$ cat src/rtl/i2c_txn_arbiter.sv
// Round-robin arbiter and single-register transaction sequencer sharing one I2C master.
// Define I2C_ARB_TIMEOUT_EN to add the m_done watchdog that aborts a stalled transfer with err.
module i2c_txn_arbiter #(
  parameter int unsigned N_REQ       = 2,
  parameter int unsigned TIMEOUT_CYC = 4096
) (
  input  logic               clk,
  input  logic               reset,
  input  logic [N_REQ-1:0]   req,
  input  logic [N_REQ-1:0]   req_rw,
  input  logic [7*N_REQ-1:0] req_addr,
  input  logic [8*N_REQ-1:0] req_reg,
  input  logic [8*N_REQ-1:0] req_wdata,
  output logic [N_REQ-1:0]   gnt,
  output logic [N_REQ-1:0]   done,
  output logic [N_REQ-1:0]   err,
  output logic [7:0]         rdata,
  output logic               m_enable,
  output logic               m_read_write,
  output logic [6:0]         m_address,
  output logic [7:0]         m_address_of_reg,
  output logic [7:0]         m_data_in,
  input  logic               m_busy,
  input  logic               m_done,
  input  logic               m_nack,
  input  logic [7:0]         m_rdata
);

  localparam int unsigned IdxW = (N_REQ > 1) ? $clog2(N_REQ) : 1;

  localparam logic [2:0] StIdle     = 3'd0;
  localparam logic [2:0] StGrant    = 3'd1;
  localparam logic [2:0] StLaunch   = 3'd2;
  localparam logic [2:0] StWaitBusy = 3'd3;
  localparam logic [2:0] StWaitDone = 3'd4;
  localparam logic [2:0] StResp     = 3'd5;

  logic [2:0]      state_q, state_d;
  logic [IdxW-1:0] ptr_q, ptr_d;
  logic [IdxW-1:0] idx_q, idx_d;
  logic [IdxW-1:0] win_idx, cand;
  logic            win_found;
  logic [N_REQ-1:0] gnt_q, gnt_d;
  logic [N_REQ-1:0] done_q, done_d;
  logic [N_REQ-1:0] err_q, err_d;
  logic [7:0]      rdata_q, rdata_d;
  logic            en_q, en_d;
  logic            rw_q, rw_d;
  logic [6:0]      addr_q, addr_d;
  logic [7:0]      reg_q, reg_d;
  logic [7:0]      wdata_q, wdata_d;
  logic            timeout;

`ifdef I2C_ARB_TIMEOUT_EN
  localparam int unsigned CntW = $clog2(TIMEOUT_CYC + 1);

  logic [CntW-1:0] cnt_q, cnt_d;

  // Fires on the pre-increment value so err lands exactly TIMEOUT_CYC cycles after LAUNCH.
  assign timeout = (cnt_q == CntW'(TIMEOUT_CYC - 2));

  always_comb begin
    cnt_d = cnt_q;
    if (state_q == StLaunch) begin
      cnt_d = '0;
    end else if (state_q == StWaitBusy || state_q == StWaitDone) begin
      cnt_d = cnt_q + 1'b1;
    end
  end

  always_ff @(posedge clk) begin
    if (!reset) begin
      cnt_q <= '0;
    end else begin
      cnt_q <= cnt_d;
    end
  end
`else
  logic unused_timeout_cfg;
  assign unused_timeout_cfg = ^TIMEOUT_CYC;
  assign timeout = 1'b0;
`endif

  // First pending requester at or above the pointer, wrapping around.
  always_comb begin
    win_found = 1'b0;
    win_idx   = '0;
    cand      = '0;
    for (int k = 0; k < N_REQ; k++) begin
      cand = IdxW'((32'(ptr_q) + 32'(k)) % N_REQ);
      if (!win_found && req[cand]) begin
        win_found = 1'b1;
        win_idx   = cand;
      end
    end
  end

  always_comb begin
    state_d = state_q;
    ptr_d   = ptr_q;
    idx_d   = idx_q;
    gnt_d   = gnt_q;
    done_d  = '0;
    err_d   = '0;
    en_d    = 1'b0;
    rdata_d = rdata_q;
    rw_d    = rw_q;
    addr_d  = addr_q;
    reg_d   = reg_q;
    wdata_d = wdata_q;

    unique case (state_q)
      StIdle: begin
        if (win_found) begin
          idx_d   = win_idx;
          gnt_d   = N_REQ'(1) << win_idx;
          rw_d    = req_rw[win_idx];
          addr_d  = req_addr[7*win_idx +: 7];
          reg_d   = req_reg[8*win_idx +: 8];
          wdata_d = req_wdata[8*win_idx +: 8];
          state_d = StGrant;
        end
      end
      StGrant: begin
        en_d    = 1'b1;
        state_d = StLaunch;
      end
      StLaunch: begin
        state_d = StWaitBusy;
      end
      StWaitBusy, StWaitDone: begin
        // A fast master may finish before busy is ever seen.
        if (m_done) begin
          state_d = StResp;
          if (m_nack) begin
            err_d = gnt_q;
          end else begin
            done_d = gnt_q;
            if (rw_q) begin
              rdata_d = m_rdata;
            end
          end
        end else if (timeout) begin
          state_d = StResp;
          err_d   = gnt_q;
        end else if (state_q == StWaitBusy && m_busy) begin
          state_d = StWaitDone;
        end
      end
      StResp: begin
        gnt_d   = '0;
        ptr_d   = (32'(idx_q) == N_REQ - 1) ? '0 : idx_q + 1'b1;
        state_d = StIdle;
      end
      default: begin
        gnt_d   = '0;
        state_d = StIdle;
      end
    endcase
  end

  always_ff @(posedge clk) begin
    if (!reset) begin
      state_q <= StIdle;
      ptr_q   <= '0;
      idx_q   <= '0;
      gnt_q   <= '0;
      done_q  <= '0;
      err_q   <= '0;
      rdata_q <= '0;
      en_q    <= 1'b0;
      rw_q    <= 1'b0;
      addr_q  <= '0;
      reg_q   <= '0;
      wdata_q <= '0;
    end else begin
      state_q <= state_d;
      ptr_q   <= ptr_d;
      idx_q   <= idx_d;
      gnt_q   <= gnt_d;
      done_q  <= done_d;
      err_q   <= err_d;
      rdata_q <= rdata_d;
      en_q    <= en_d;
      rw_q    <= rw_d;
      addr_q  <= addr_d;
      reg_q   <= reg_d;
      wdata_q <= wdata_d;
    end
  end

  assign gnt              = gnt_q;
  assign done             = done_q;
  assign err              = err_q;
  assign rdata            = rdata_q;
  assign m_enable         = en_q;
  assign m_read_write     = rw_q;
  assign m_address        = addr_q;
  assign m_address_of_reg = reg_q;
  assign m_data_in        = wdata_q;

endmodule

$ cat config.mk
export PLATFORM = sky130hd
export DESIGN_NAME = i2c_txn_arbiter
export DESIGN_NICKNAME = d
export VERILOG_FILES = /design/src/rtl/i2c_txn_arbiter.sv
export SDC_FILE = /design/constraint.sdc
export NUM_CORES = 1
export LEC_CHECK = 0
export BUFFER_PORTS_ARGS = -buffer_cell sky130_fd_sc_hd__buf_2
export CORE_ASPECT_RATIO = 1.25
export CORE_MARGIN = 2
export CORE_UTILIZATION = 41
export DETAILED_ROUTE_END_ITERATION = 6
export GPL_ROUTABILITY_DRIVEN = 1
export HOLD_SLACK_MARGIN = 0.12
export MAX_ROUTING_LAYER = met4
export PLACE_DENSITY = 0.85
export SKIP_CTS_REPAIR_TIMING = 1
export SLEW_MARGIN = 5
export SYNTH_ARGS = -nofsm -noshare
export SYNTH_HDL_FRONTEND = slang
export SYNTH_SLANG_ARGS = --single-unit
$ cat constraint.sdc
create_clock -name clk -period 2.8 [get_ports clk]
set_input_delay 0.14 -clock clk [delete_from_list [all_inputs] [get_ports clk]]
set_output_delay 0.14 -clock clk [all_outputs]
set_load 0.01 [all_outputs]
==> results of run 1 <==
==> how the worst max path moves through the flow <==
stage,start,cells after the start,to,slack (ps)
after CTS,state_q[0]$_SDFFE_PN0P_,4,m_address[4]$_SDFFE_PN0P_,1070
after global routing,state_q[1]$_SDFFE_PN0P_,4,m_data_in[1]$_SDFFE_PN0P_,870
after global placement,state_q[1]$_SDFFE_PN0P_,4,m_address[5]$_SDFFE_PN0P_,1150
after detailed placement,state_q[1]$_SDFFE_PN0P_,4,m_read_write$_SDFFE_PN0P_,1080
final,state_q[1]$_SDFFE_PN0P_,4,m_read_write$_SDFFE_PN0P_,1070
after floorplan,state_q[1]$_SDFFE_PN0P_,6,m_address_of_reg[0]$_SDFFE_PN0P_,1480
==> cell families after synthesis <==
family / synth area share [%]
simple gates: 16.3
compound gates: 22.9
flops: 42.6
mux: 11.6
buf+inv: 6.65
==> tightest hold or removal path, delay by kind of cell <==
kind	cells	cell delay, ps
compound gates	1	50
simple gates	1	60
buf+inv	1	100
==> per-layer routing <==
| layer | up-vias | global-route usage [%] | wire, um |
|---|---|---|---|
| li1 | 925 | - | - |
| met1 | 809 | 17.6 | 1880 |
| met2 | 76 | 27.4 | 2250 |
| met3 | 6 | 4.07 | 347 |
| met4 | 0 | 6.68 | 74 |
| met5 | - | - | 0 |
==> cells in the mapped netlist (2+ instances only) <==
cell / n
sky130_fd_sc_hd__buf_6: 5
sky130_fd_sc_hd__nand3_2: 2
sky130_fd_sc_hd__buf_2: 2
sky130_fd_sc_hd__o21a_1: 3
sky130_fd_sc_hd__mux2i_1: 24
sky130_fd_sc_hd__a21oi_1: 8
sky130_fd_sc_hd__nor2_1: 31
sky130_fd_sc_hd__dfxtp_1: 44
sky130_fd_sc_hd__o21ai_2: 2
sky130_fd_sc_hd__buf_4: 6
sky130_fd_sc_hd__inv_1: 3
sky130_fd_sc_hd__nand2_1: 14
sky130_fd_sc_hd__a211oi_2: 24
sky130_fd_sc_hd__o21ai_1: 7
sky130_fd_sc_hd__o21ai_0: 3
sky130_fd_sc_hd__clkbuf_1: 4
sky130_fd_sc_hd__nand3_1: 10
==> through the flow <==
step                      hold WS, ps  util [%]
after floorplan                   212         -
after detailed placement          336      53.1
after global routing              131      56.9
after global placement            335      53.1
final                             102      56.9
after CTS                        23.5      55.2
==> report_power, final <==
group / total (mW) / leakage [nW] / switching, mW / internal [mW]
clock network: 0.449 / 0.0501 / 0.193 / 0.256
logic: 0.466 / 0.908 / 0.255 / 0.211
registers: 0.766 / 0.361 / 0.0598 / 0.706
total: 1.68 / 1.32 / 0.508 / 1.17
==> cell type report <==
type | instances | area, um^2 | share of cell area (%)
multi-input cells | 141 | 1060 | 38.9
flip-flops and latches | 44 | 881 | 32.3
repair buffers | 111 | 601 | 22.0
well taps | 60 | 75.1 | 2.75
clock buffers | 5 | 68.8 | 2.52
clock inverters | 1 | 30.0 | 1.10
inverters | 3 | 11.3 | 0.413
==> results, run 1 <==
- The flow ran to the end, and the final reports show no timing, DRC or antenna violations.
- The top cell types in the final layout, fill and taps aside, are sky130_fd_sc_hd__buf_2, sky130_fd_sc_hd__dfxtp_1, sky130_fd_sc_hd__nor2_1, sky130_fd_sc_hd__mux2i_1, sky130_fd_sc_hd__a211oi_2.
- Walking the worst path, the cells encountered are nor3_4, and2b_4, nor2_1, a211oi_2.
- The synthesized design contains 0 enable-type register cells.
- The reg-to-reg endpoint is m_read_write$_SDFFE_PN0P_.
- In this run the tightest slew margin relative to its limit is 40.6%.
- The floorplan core area is 4800 um^2.
- The final cycle utilization of the critical path is 61.9%.
- The cell count after synthesis came out at 205.
- The analysis attributes to cell leakage a power of 1.32 nW.
- The fill cell total of the finished layout is 437.
- The worst setup path is captured at a flip-flop.
- The maximum buffer depth of the clock tree is 2.
- The summed instance area of the synthesized netlist is 2070 um^2.
- Together, buffers and inverters on the worst path number 0.
- CTS placed an instance of sky130_fd_sc_hd__clkbuf_8 at the clock tree root.
- From left edge to right edge, the die measures 67.5 um.
- Prior to clock tree synthesis, the placed netlist has a worst setup slack of 1080 ps.
- The number of H-tree levels is 2.
- The worst-case IR drop observed on VDD is 0.325 mV.
- Summing over every cut layer, the via total after detailed routing is 1816.
- For this run, the register share of the synthesized area comes to 42.6%.
- Yosys attributes the largest share of cell area to sky130_fd_sc_hd__dfxtp_1, sky130_fd_sc_hd__a211oi_2, sky130_fd_sc_hd__mux2i_1.
- Setup slack on the critical path of the routed design comes to 1070 ps.
- The area enclosed by the die boundary is 5640 um^2.
- The clock-pin slew on the worst setup and hold paths is 80 ps.
- The weighted congestion at the end of routability-driven global placement is 0.691.
- The number of placed I/O pins is 102.
- The top fanout value on the critical path is 49.
- The yosys synthesis warning count is 0.
- The maximum number of pins on one net before global-route repair is 50.
- In the final layout, the share of cells above drive strength 1 is 46.6%.
- The power per unit of standard cell area is 616 nW/um^2.
- The share of synthesized flip-flops with an asynchronous set or reset is 0%.
- The largest single stage delay on the critical path is 610 ps.
- After detailed routing, the number of remaining DRC violations is 0.
- The fraction of synthesized cell area taken by the top area cell type is 42.6%.
- The worst hold path begins at m_rdata[7].
- Setup repair after global routing left no endpoint under its margin.
- The number of placement rows is 28.
- The leftover overflow at the end of global routing is 0.
- The dominant register cell in the synthesized netlist is sky130_fd_sc_hd__dfxtp_1.
- The worst register-to-register path begins at state_q[1]$_SDFFE_PN0P_.
- Subtracting the final worst setup slack from the clock period gives 1730 ps.
- After routing the design area is 2730 um^2.
- The number of buffers inserted during clock tree synthesis is 5.
- The transition at the pin with the smallest max-transition slack is 890 ps.
- The total detailed-routing wirelength is 4550 um.
- The number of cells on the worst reg-to-reg path is 4.
- STA puts the critical path data required time at 3000 ps.
- TritonCTS built the clock tree.
- After detailed placement, the total cell area comes to 2550 um^2.
- After the last flow step, the layout net total stands at 369.
- The number of sinks on the clock net is 44.
- The area growth from synthesis to layout is 31.9%.
- For this run, the total global-route usage over all layers was measured as 16.2%.
- The initial core utilization is 43.1%.
- Including well taps, the total number of placed cells is 351.
- The count of buffers added on input and output ports is 101.
- In this run the register-to-register setup slack is 1070 ps.
- Among all stages on the critical path, the largest delay is contributed by sky130_fd_sc_hd__and2b_4.
- The number of vias per cell after detailed routing is 4.98.
- The first detailed-routing pass took 4 iterations.
- Across the run, the number of max-cap violations was 0.
- The hold violation count in the final report is 0.
- The post-DP HPWL is 3350 um.
- The via count of the first global-routing pass is 1690.
- The flop and latch count out of synthesis is 44.
- Setup violations remaining at the end of the flow were counted as 0.
- The die is 83.4 um tall.
- At the later pin of the worst-skew pair, clock insertion delay measures 290 ps.
- Synthesis produced a netlist with a net count of 268.
- The wire length of the first global-routing pass is 6870 um.
- Grouping stages by cell kind, the critical path spends the most delay in simple AND/OR/NAND/NOR gates.
- The initial antenna violation count is 0.
- In this run the remaining antenna-violating nets after routing total 0.
- Between clock sinks in the finished design, the worst skew comes to 8.98 ps.
- The post-route non-filler standard cell count is 365.
- The worst hold path passes through 3 cells.
- The synthesized area per cell is 10.1 um^2.
- After detailed routing, the average wire length per cell comes to 12.5 um.
- The most common cell after layout, fill and taps aside is sky130_fd_sc_hd__buf_2.
- The critical setup path kind is flip-flop to flip-flop.
- Overall power consumption after layout is estimated at 1.68 mW.
- Data arrives at the worst endpoint at 1940 ps.
- The worst hold path terminates at rdata[7]$_SDFFE_PN0P_.
- Derived from the worst setup path, the maximum achievable clock frequency is 0.577 GHz.
- The category of the worst setup path launch point is a flip-flop.
- The violation count after the first detailed-routing iteration is 44.
- The biggest area consumer among synthesized cells is sky130_fd_sc_hd__dfxtp_1.
- Synthesis instantiated 30 different standard cells from the library.
- The number of max-slew violations in the final report is 0.
- The number of inserted diodes is 0.
- The final setup TNS is 0 ps.
- The worst min-delay path category is primary input to flip-flop.
No activity file was read; power rests on OpenSTA's default activity.
==> run 2, diff against run 1 <==
--- a/config.mk
+++ b/config.mk
@@ -13,7 +13,7 @@
 export GPL_ROUTABILITY_DRIVEN = 1
 export HOLD_SLACK_MARGIN = 0.12
 export MAX_ROUTING_LAYER = met4
-export PLACE_DENSITY = 0.85
+export PLACE_DENSITY = 0.88
 export SKIP_CTS_REPAIR_TIMING = 1
 export SLEW_MARGIN = 5
 export SYNTH_ARGS = -nofsm -noshare
==> constraint.sdc (replaced) <==
create_clock -name clk -period 1.58 [get_ports clk]
set_input_delay 0.079 -clock clk [delete_from_list [all_inputs] [get_ports clk]]
set_output_delay 0.079 -clock clk [all_outputs]
set_load 0.01 [all_outputs]
==> run 2 against run 1 <==
Against the previous run: worst hold slack better by 35 ps; first-iteration DRC count down 9.1%; final cell count rose by 1.6%; sequential share of layout area is 0.80 points lower; via count is 1.2% higher; utilization increased by 1.6 points; sequential power grew 76%; register-to-register slack worse by 900 ps.
==> results, run 2 (same netlist as run 1, synthesis figures left out) <==
- Outcome: finished clean (unchanged).
- The largest clock skew in the final design is 4.16 ps (was 8.98 ps).
- The fill cell total of the finished layout is 434 (was 437).
- The detailed-router iteration count before antenna repair is 4 (unchanged).
- The maximum buffer depth of the clock tree came to 2 (unchanged).
- The number of placed I/O pins is 102 (unchanged).
- The fraction of final layout cells with drive strength greater than 1 came to 47.9% (was 46.6%).
- The number of inserted diodes was 0 (unchanged).
- The utilization of the core after routing was 58.5% (was 56.9%).
- Worst-path cell chain: and3b_1, o2111ai_4, nand3_1, o21ai_1 (was nor3_4, and2b_4, nor2_1, a211oi_2).
- The initial core utilization is 43.1% (unchanged).
- The cell depth of the worst setup path is 4 (unchanged).
- The capture point of the worst path is rdata[0]$_SDFFE_PN0P_ (was m_read_write$_SDFFE_PN0P_).
- The depth of the worst register-to-register path is 4 (unchanged).
- The count of nets left with antenna violations after detail routing is 0 (unchanged).
- The leftover overflow at the end of global routing is 0 (unchanged).
- The weighted congestion at the end of routability-driven global placement is 0.771 (was 0.691).
- The overall fraction of global-route tracks in use was 16.4% (was 16.2%).
- The floorplan core area is 4800 um^2 (unchanged).
- Most frequent cells in the layout: sky130_fd_sc_hd__buf_2, sky130_fd_sc_hd__dfxtp_1, sky130_fd_sc_hd__nor2_1, sky130_fd_sc_hd__mux2i_1, sky130_fd_sc_hd__a211oi_2 (unchanged).
- The cell with the biggest individual delay on the critical path is sky130_fd_sc_hd__dfxtp_2 (was sky130_fd_sc_hd__and2b_4).
- The switching power summed over all nets came to 898 uW (was 508 uW).
- The fraction of power consumed by sequential logic is 47.1% (was 45.6%).
- The worst stage delay on the critical path is 480 ps (was 610 ps).
- The final net count came to 376 (was 369).
- The growth of design area from synthesis to finish is 35.6% (was 31.9%).
- The transition at the pin with the smallest max-transition slack was 483 ps (was 890 ps).
- The initial antenna violation count was 0 (unchanged).
- The die span in y is 83.4 um (unchanged).
- The nature of the critical path endpoint was a flip-flop (unchanged).
- The reg-to-reg endpoint is rdata[0]$_SDFFE_PN0P_ (was m_read_write$_SDFFE_PN0P_).
- The number of placement rows was 28 (unchanged).
- The number of sinks on the clock net was 44 (unchanged).
- The launching point of the worst reg2reg path is state_q[0]$_SDFFE_PN0P_ (was state_q[1]$_SDFFE_PN0P_).
- The register-to-register path setup slack came to 170 ps (was 1070 ps).
- The total buffers and inverters traversed by the critical path is 0 (unchanged).
- The post-route non-filler standard cell count is 371 (was 365).
- The critical setup path kind is flip-flop to flip-flop (unchanged).
- The number of vias per cell after detailed routing is 4.95 (was 4.98).
- The top fanout value on the critical path is 16 (was 49).
- The minimum period implied by the final worst setup slack is 1410 ps (was 1730 ps).
- The total placed instance area was 2650 um^2 (was 2550 um^2).
- The most common cell after layout, fill and taps aside is sky130_fd_sc_hd__buf_2 (unchanged).
- The hold violation count in the final report is 0 (unchanged).
- The floorplan die width is 67.5 um (unchanged).
- The final cycle utilization of the critical path is 89.5% (was 61.9%).
- The max-slew headroom at the worst pin was 67.8% (was 40.6%).
- The number of buffers inserted during clock tree synthesis is 5 (unchanged).
- The area enclosed by the die boundary is 5640 um^2 (unchanged).
- The arrival time reported for the critical path endpoint was 1580 ps (was 1940 ps).
- The number of max-slew violations in the final report came to 0 (unchanged).
- The required time of the worst setup path came to 1740 ps (was 3000 ps).
- The largest voltage drop on the vdd net came to 0.592 mV (was 0.325 mV).
- The number of H-tree levels is 2 (unchanged).
- The power per unit of standard cell area came to 1020 nW/um^2 (was 616 nW/um^2).
- The number of violations of the max-capacitance limit is 0 (unchanged).
- The category of the worst setup path launch point is a flip-flop (unchanged).
- The post-DP HPWL is 3510 um (was 3350 um).
- The wire length of the first global-routing pass is 7050 um (was 6870 um).
- The internal power component came to 1.97 mW (was 1.17 mW).
- The worst min-delay path category is primary input to flip-flop (unchanged).
- The via count of the first global-routing pass is 1720 (was 1690).
- The leakage power figure is 1.36 nW (was 1.32 nW).
- The count of port buffers added during placement is 101 (unchanged).
- The total detailed-routing wirelength is 4690 um (was 4550 um).
- The maximum clock rate came to 0.707 GHz (was 0.577 GHz).
- The pre-CTS worst setup slack is 30.5 ps (was 1080 ps).
- The routed length per placed instance is 12.6 um (was 12.5 um).
- The final-report setup violation count is 0 (unchanged).
- The power share of the combinational group is 31.7% (was 27.7%).
- Setup repair after global routing missed its margin: no (unchanged).
- The largest delay contributor family on the critical path is flip-flops (was simple AND/OR/NAND/NOR gates).
- The post-layout instance area came to 2810 um^2 (was 2730 um^2).
- The violation count after the first detailed-routing iteration is 40 (was 44).
- The clock share of power was 21.2% (was 26.7%).
- The final setup TNS came to 0 ps (unchanged).
- The maximum number of pins on one net before global-route repair was 29 (was 50).
- The cell at the root of the clock tree is sky130_fd_sc_hd__clkbuf_8 (unchanged).
- The area of the multi-input gates was 1060 um^2 (unchanged).
- The net switching fraction of the power is 31.3% (was 30.2%).
- The clock-pin slew on the worst setup and hold paths is 70 ps (was 80 ps).
- The area taken by flip-flops and latches was 883 um^2 (was 881 um^2).
- The launch point of the critical path was state_q[0]$_SDFFE_PN0P_ (was state_q[1]$_SDFFE_PN0P_).
- The number of remaining DRC errors came to 0 (unchanged).
- The clock insertion delay at the later pin of the skew report is 280 ps (was 290 ps).
- The setup slack of the critical path after layout is 166 ps (was 1070 ps).
- The total number of vias is 1837 (was 1816).
- The clock tree from TritonCTS was built (unchanged).
- The number of placed cells counting well taps is 357 (was 351).
run 2: cell count changes in the layout (fill, tap and decap cells not counted):
cell,previous run,this run
sky130_fd_sc_hd__buf_4,2,4
sky130_fd_sc_hd__dfxtp_2,0,2
sky130_fd_sc_hd__bufinv_16,1,0
sky130_fd_sc_hd__buf_12,0,4
sky130_fd_sc_hd__dfxtp_1,44,42
sky130_fd_sc_hd__dlygate4sd3_1,8,9
run 2: how the worst min path moves through the flow:
stage,start,endpoint,slack [ps],depth (start not counted)
5_1_grt,req_wdata[14],m_data_in[6]$_SDFFE_PN0P_,160,3
4_1_cts,m_nack,done[0]$_SDFF_PP0_,-30,2
2_1_floorplan,m_nack,done[0]$_SDFF_PP0_,150,1
3_3_place_gp,m_nack,done[0]$_SDFF_PP0_,280,2
6_report,req[0],state_q[0]$_SDFFE_PN0P_,140,4
3_5_place_dp,m_nack,done[0]$_SDFF_PP0_,280,2
run 2: area by class of cell:
type                    count  area share [%]
multi-input cells         141            37.9
inverters                   3           0.401
flip-flops and latches     44            31.5
well taps                  60            2.67
repair buffers            118            25.1
clock buffers               5            2.45
run 2: power groups by stage:
stage               clock network (mW)  logic (mW)  registers, mW
floorplan                            0       0.584           1.41
global placement                     0       0.877           1.37
detailed placement                   0       0.906           1.38
CTS                              0.635       0.907           1.35
global route                     0.672        1.00           1.37
finish                           0.608       0.910           1.35
run 2: per-layer routing:
metal / wire length [um] / part of all wire [%] / global-route usage [%]
met1: 1840 / 39 / 17.0
met4: 48 / 1.0 / 4.45
met5: 0 / 0 / -
met2: 2460 / 53 / 29.8
met3: 333 / 7.1 / 3.93
run 2: worst register-to-register path, stage by stage, from the launching register on:
cell	delay, ps
sky130_fd_sc_hd__dfxtp_2	480
sky130_fd_sc_hd__and3b_1	290
sky130_fd_sc_hd__o2111ai_4	270
sky130_fd_sc_hd__nand3_1	190
sky130_fd_sc_hd__o21ai_1	70
run 2: through the flow:
step / power [mW] / hold slack [ps]
3_5_place_dp: 2.28 / 276
3_3_place_gp: 2.24 / 275
6_report: 2.87 / 137
4_1_cts: 2.89 / -29.8
2_1_floorplan: 1.99 / 151
5_1_grt: 3.04 / 160
